**config.mk**
```make
export PLATFORM = sky130hd
export DESIGN_NAME = axi4_ax_queue
export DESIGN_NICKNAME = d
export VERILOG_FILES = /design/src/rtl/axi4_pkg.sv /design/src/rtl/axi4_queue_ptr.sv /design/src/rtl/axi4_ax_queue.sv
export SDC_FILE = /design/constraint.sdc
export NUM_CORES = 1
export LEC_CHECK = 0
export ABC_AREA = 1
export CORE_MARGIN = 5
export CORE_UTILIZATION = 53
export CTS_BUF_LIST = sky130_fd_sc_hd__clkbuf_4 sky130_fd_sc_hd__clkbuf_8
export DETAILED_ROUTE_END_ITERATION = 7
export PLACE_DENSITY = 0.95
export SLEW_MARGIN = 10
export SYNTH_ARGS = -nofsm -noshare
export SYNTH_HDL_FRONTEND = slang
export SYNTH_SLANG_ARGS = --single-unit
export TNS_END_PERCENT = 20
```
**constraint.sdc**
```tcl
create_clock -name clk -period 8.43 [get_ports clk]
set_clock_uncertainty 0.05 [all_clocks]
set_input_delay 2.1075 -clock clk [delete_from_list [all_inputs] [get_ports clk]]
set_output_delay 2.1075 -clock clk [all_outputs]
set_load 0.005 [all_outputs]
```
**src/rtl/axi4_pkg.sv**
```systemverilog
// Shared AXI4 address-channel definitions: fixed field widths and the
// LSB offsets of each field inside a packed AX payload. The payload is
// packed MSB to LSB as addr, len, size, burst, lock, cache, prot, qos,
// region, id, user, so everything below addr totals AX_FIXED_W + id width.
package axi4_pkg;

  localparam int unsigned LEN_W      = 8;
  localparam int unsigned SIZE_W     = 3;
  localparam int unsigned BURST_W    = 2;
  localparam int unsigned LOCK_W     = 1;
  localparam int unsigned CACHE_W    = 4;
  localparam int unsigned PROT_W     = 3;
  localparam int unsigned QOS_W      = 4;
  localparam int unsigned REGION_W   = 4;
  localparam int unsigned USER_W     = 1;
  localparam int unsigned AX_FIXED_W = 30;

  // Field LSB offsets, counted from bit 0 of the packed payload.
  function automatic int unsigned user_lsb();
    return 0;
  endfunction

  function automatic int unsigned id_lsb();
    return USER_W;
  endfunction

  function automatic int unsigned region_lsb(input int unsigned id_w);
    return USER_W + id_w;
  endfunction

  function automatic int unsigned qos_lsb(input int unsigned id_w);
    return region_lsb(id_w) + REGION_W;
  endfunction

  function automatic int unsigned prot_lsb(input int unsigned id_w);
    return qos_lsb(id_w) + QOS_W;
  endfunction

  function automatic int unsigned cache_lsb(input int unsigned id_w);
    return prot_lsb(id_w) + PROT_W;
  endfunction

  function automatic int unsigned lock_lsb(input int unsigned id_w);
    return cache_lsb(id_w) + CACHE_W;
  endfunction

  function automatic int unsigned burst_lsb(input int unsigned id_w);
    return lock_lsb(id_w) + LOCK_W;
  endfunction

  function automatic int unsigned size_lsb(input int unsigned id_w);
    return burst_lsb(id_w) + BURST_W;
  endfunction

  function automatic int unsigned len_lsb(input int unsigned id_w);
    return size_lsb(id_w) + SIZE_W;
  endfunction

  function automatic int unsigned addr_lsb(input int unsigned id_w);
    return len_lsb(id_w) + LEN_W;
  endfunction

endpackage

```
**src/rtl/axi4_queue_ptr.sv**
```systemverilog
// Circular-buffer pointer that steps 0..DEPTH-1 and wraps to 0, for any
// DEPTH including non-powers of two. With DEPTH=1 it stays at 0.
//   clk   : clock
//   reset : synchronous active-high, returns pointer to 0
//   adv   : advance by one this cycle
//   ptr   : current pointer value
module axi4_queue_ptr #(
  parameter int unsigned DEPTH = 2,
  localparam int unsigned PTR_W = (DEPTH > 1) ? $clog2(DEPTH) : 1
) (
  input  logic             clk,
  input  logic             reset,
  input  logic             adv,
  output logic [PTR_W-1:0] ptr
);

  // Wrap explicitly at DEPTH-1 rather than relying on natural overflow.
  always_ff @(posedge clk) begin
    if (reset) begin
      ptr <= '0;
    end else if (adv) begin
      if (ptr == PTR_W'(DEPTH - 1)) ptr <= '0;
      else                          ptr <= ptr + PTR_W'(1);
    end
  end

endmodule

```
**src/rtl/axi4_ax_queue.sv**
```systemverilog
// AXI4 address-channel queue: DEPTH-entry circular buffer of packed AX beats
// with valid/ready handshakes on both sides.
//   clk, reset           : clock, synchronous active-high reset
//   enq_valid/ready/bits : producer side
//   deq_valid/ready/bits : consumer side, head read combinationally
//   count                : occupied entries
// PIPE=1 lets a full queue accept while the head is being taken.
// Optional AXI4_AX_QUEUE_FLOW_EN: an empty queue forwards enq straight to
// deq in the same cycle; a beat consumed that way is never stored.
module axi4_ax_queue
  import axi4_pkg::*;
#(
  parameter int unsigned DEPTH  = 2,
  parameter int unsigned ADDR_W = 32,
  parameter int unsigned ID_W   = 5,
  parameter int unsigned PIPE   = 0,
  localparam int unsigned AX_W  = ADDR_W + ID_W + AX_FIXED_W,
  localparam int unsigned CNT_W = $clog2(DEPTH + 1),
  localparam int unsigned PTR_W = (DEPTH > 1) ? $clog2(DEPTH) : 1
) (
  input  logic             clk,
  input  logic             reset,
  input  logic             enq_valid,
  output logic             enq_ready,
  input  logic [AX_W-1:0]  enq_bits,
  output logic             deq_valid,
  input  logic             deq_ready,
  output logic [AX_W-1:0]  deq_bits,
  output logic [CNT_W-1:0] count
);

  logic [AX_W-1:0]  mem [DEPTH];
  logic [PTR_W-1:0] wptr;
  logic [PTR_W-1:0] rptr;
  logic             empty;
  logic             wr;
  logic             rd;

  assign empty     = (count == '0);
  assign enq_ready = (count != CNT_W'(DEPTH)) || ((PIPE != 0) && deq_ready);

`ifdef AXI4_AX_QUEUE_FLOW_EN
  // Empty queue: present the incoming beat directly; if it is taken now,
  // neither storage nor count changes.
  assign deq_valid = !empty || enq_valid;
  assign deq_bits  = empty ? enq_bits : mem[rptr];
  assign wr        = enq_valid && enq_ready && !(empty && deq_ready);
  assign rd        = deq_ready && !empty;
`else
  assign deq_valid = !empty;
  assign deq_bits  = mem[rptr];
  assign wr        = enq_valid && enq_ready;
  assign rd        = deq_valid && deq_ready;
`endif

  axi4_queue_ptr #(.DEPTH(DEPTH)) u_wptr (
    .clk   (clk),
    .reset (reset),
    .adv   (wr),
    .ptr   (wptr)
  );

  axi4_queue_ptr #(.DEPTH(DEPTH)) u_rptr (
    .clk   (clk),
    .reset (reset),
    .adv   (rd),
    .ptr   (rptr)
  );

  // Storage is not reset; contents are only observable once count > 0.
  always_ff @(posedge clk) begin
    if (wr) mem[wptr] <= enq_bits;
  end

  // Occupancy: simultaneous write and read leave it unchanged.
  always_ff @(posedge clk) begin
    if (reset) begin
      count <= '0;
    end else if (wr && !rd) begin
      count <= count + CNT_W'(1);
    end else if (rd && !wr) begin
      count <= count - CNT_W'(1);
    end
  end

endmodule

```
==> reports/summary.txt <==
reg2reg setup slack - 6380 ps
CP Capture Type - output port
first-pass GRT wire length - 14,970 µm
simple-gate area share of the yosys netlist - 0.01472
final worst slack - 3891 ps
Max Root-Sink Buffers - 2
Mean Syn Cell Area - 21.17 µm²
routed length per instance - 17.86 µm
Final period util - 0.5385
hold_buf cts - 0
gr ovfl total - 0
max frequency - 220.3 MHz
overall power - 2.028 mW
cell area power density - 282.3 nW/µm²
Setup CP Type - reg2out
H-tree Lvls - 4
n_diodes - 0
slew margin rel. - 0.3090
WP data arrival - 2380 ps
final hold violations - 0
gate count of the mapped netlist - 245
RSZ-0062 raised after global routing - no
worst-path fanout max - 67
antenna viol nets, final - 0
CP top delay family - flip-flops
IO Pins - 142
Starting DRT DRC Count - 121
Req. time, crit path - 6270 ps
multiplexer area fraction after synthesis - 0.1672
CORE AREA - 9639 µm²
fillcell total - 580
largest family of logic cells by synthesized area - multiplexers
#FFs+latches synth - 139
DR pass1 iterations - 5
cells along the critical path - mux2_2, clkdlybuf4s50_1
cell row count - 36
commonest non-fill, non-tap cells in the layout - clkdlybuf4s50_1 (141), edfxtp_1 (134), mux2_2 (37)
vias - 2,694
slowest CP cell - dfxtp_4
TritonCTS clock tree - yes
GRT Util Overall - 0.1720
status - finished clean
Hold Path Origin - u_rptr.ptr
xor and xnor area share after synthesis - 0
Worst VDD drop - 221.9 µV
PostCTS Resize Cnt - 0
Die Y - 108.9 µm
clock root buffer master - clkbuf_8
max-slew violations - 0
Final setup viols - 0
total clock sinks - 139
CTS buffer count - 17
Worst Hold Path Cells - 2
DIE AREA - 11,860 µm²
worst hold margin - 478.7 ps
Worst-Margin Slew - 1036 ps
clk_lat worst skew - 420 ps
largest net degree at the start of global routing - 68
initial antenna violation count - 0
leakage power - 2.517 nW
Worst-path clk slew - 70 ps
Largest stage delay, worst path - 1020 ps
Total Nets Final - 472
final setup TNS - 0 ps
post-synthesis adder-cell area fraction - 0.002413
number of distinct library cells after synthesis - 15
DRC - 0
R2R cell count - 5
Post-Place Setup Slack - 4295 ps
number of global-route vias before repair - 3,012
CP Buf/Inv Count - 1
worst r2r dst - mem[1][4]
Tmin final - 4539 ps
worst r2r src - count[0]
GP Congestion - 0.7421
Max-Cap Viols - 0
min-delay worst type - reg2reg
total routed wirelength - 9751 µm
Initial Util - 0.5380
ratio of cells with drive above 1 in the final layout - 0.2421
Synth Net Count - 317
DR vias/cell - 4.934
startpoint types - flop
Compound-Gate Fraction of Synth Area - 0.003860
Area Overhead vs Synth - 38.50%
DIE WIDTH - 108.9 µm
Yosys warnings - 0
CP Depth - 2
PortBufs - 141
area of the mapped netlist - 5186 µm²
commonest non-fill, non-tap cell in the layout - clkdlybuf4s50_1
setup repair bufs after CTS - 0
sequential fraction of the synthesis area - 0.7952
Detail Placement HPWL - 6433 µm
-- worst min-delay path, cell delays in order, from the launching register on --
cell	delay (ps)
dfxtp_1	340
a21oi_1	60
nor2_1	90
-- logic make-up (layout without fill, tap and decap cells) --
kind of cell               after synthesis  in the layout
AOI/OAI and AO/OA                        4              4
DFF                                    139            139
and+or+nand+nor                         19             19
adders and majority gates                1              1
buffers and inverters                   15            183
muxes                                   67             67
-- stage by stage --
stage	instances	util	instance area [µm²]
finish	546	0.7452	7183
global route	546	0.7452	7183
CTS	546	0.7452	7183
detailed placement	514	0.6994	6741
global placement	514	0.6994	6741
floorplan	245	-	5186
-- cell type report --
cell class	count	area (µm²)	share of cell area
sequential	139	4128	0.5746
timing repair buffer	143	1426	0.1986
multi-input combinational	91	991.0	0.1380
clock buffer	18	241.5	0.03362
clock inverter	14	200.2	0.02787
tap	133	166.4	0.02317
inverter	8	30.03	0.004180
-- per-layer routing --
layer  vias up  routed length, µm  track usage
met1      1310               3555       0.1896
met5         -                  0            0
met4         0                137      0.07304
met2       112               5310       0.3053
met3        14                747      0.05447
li1       1258                  -            -
-- worst max path at each step --
stage	endpoint	slack, ps
6_report	deq_bits[43]	3890
5_1_grt	deq_bits[50]	3770
4_1_cts	deq_bits[52]	3810
3_5_place_dp	deq_bits[52]	4300
3_3_place_gp	deq_bits[50]	4330
2_1_floorplan	mem[0][0]	2890
-- flip-flops by register name, indices dropped and copies added, names as in the netlist, named ones only --
signal,count
count,2
mem,134
u_rptr.ptr,1
u_wptr.ptr,1
-- Yosys cell counts, drive strengths merged --
master | number | area share
nand4 | 1 | 0.0012
dfxtp | 5 | 0.019
nor2 | 7 | 0.0051
nand3 | 2 | 0.0019
mux2 | 67 | 0.17
edfxtp | 134 | 0.78
inv | 8 | 0.0058
ha | 1 | 0.0024
a21oi | 2 | 0.0019
o21ai | 2 | 0.0019
buf | 7 | 0.011
nand2 | 9 | 0.0065
-- power breakdown --
part           switching (mW)  internal, mW  total [mW]
combinational           0.176         0.324       0.500
sequential             0.0658         0.875       0.941
clock                   0.235         0.352       0.587
Note: power is estimated with default switching activity, not from simulation.
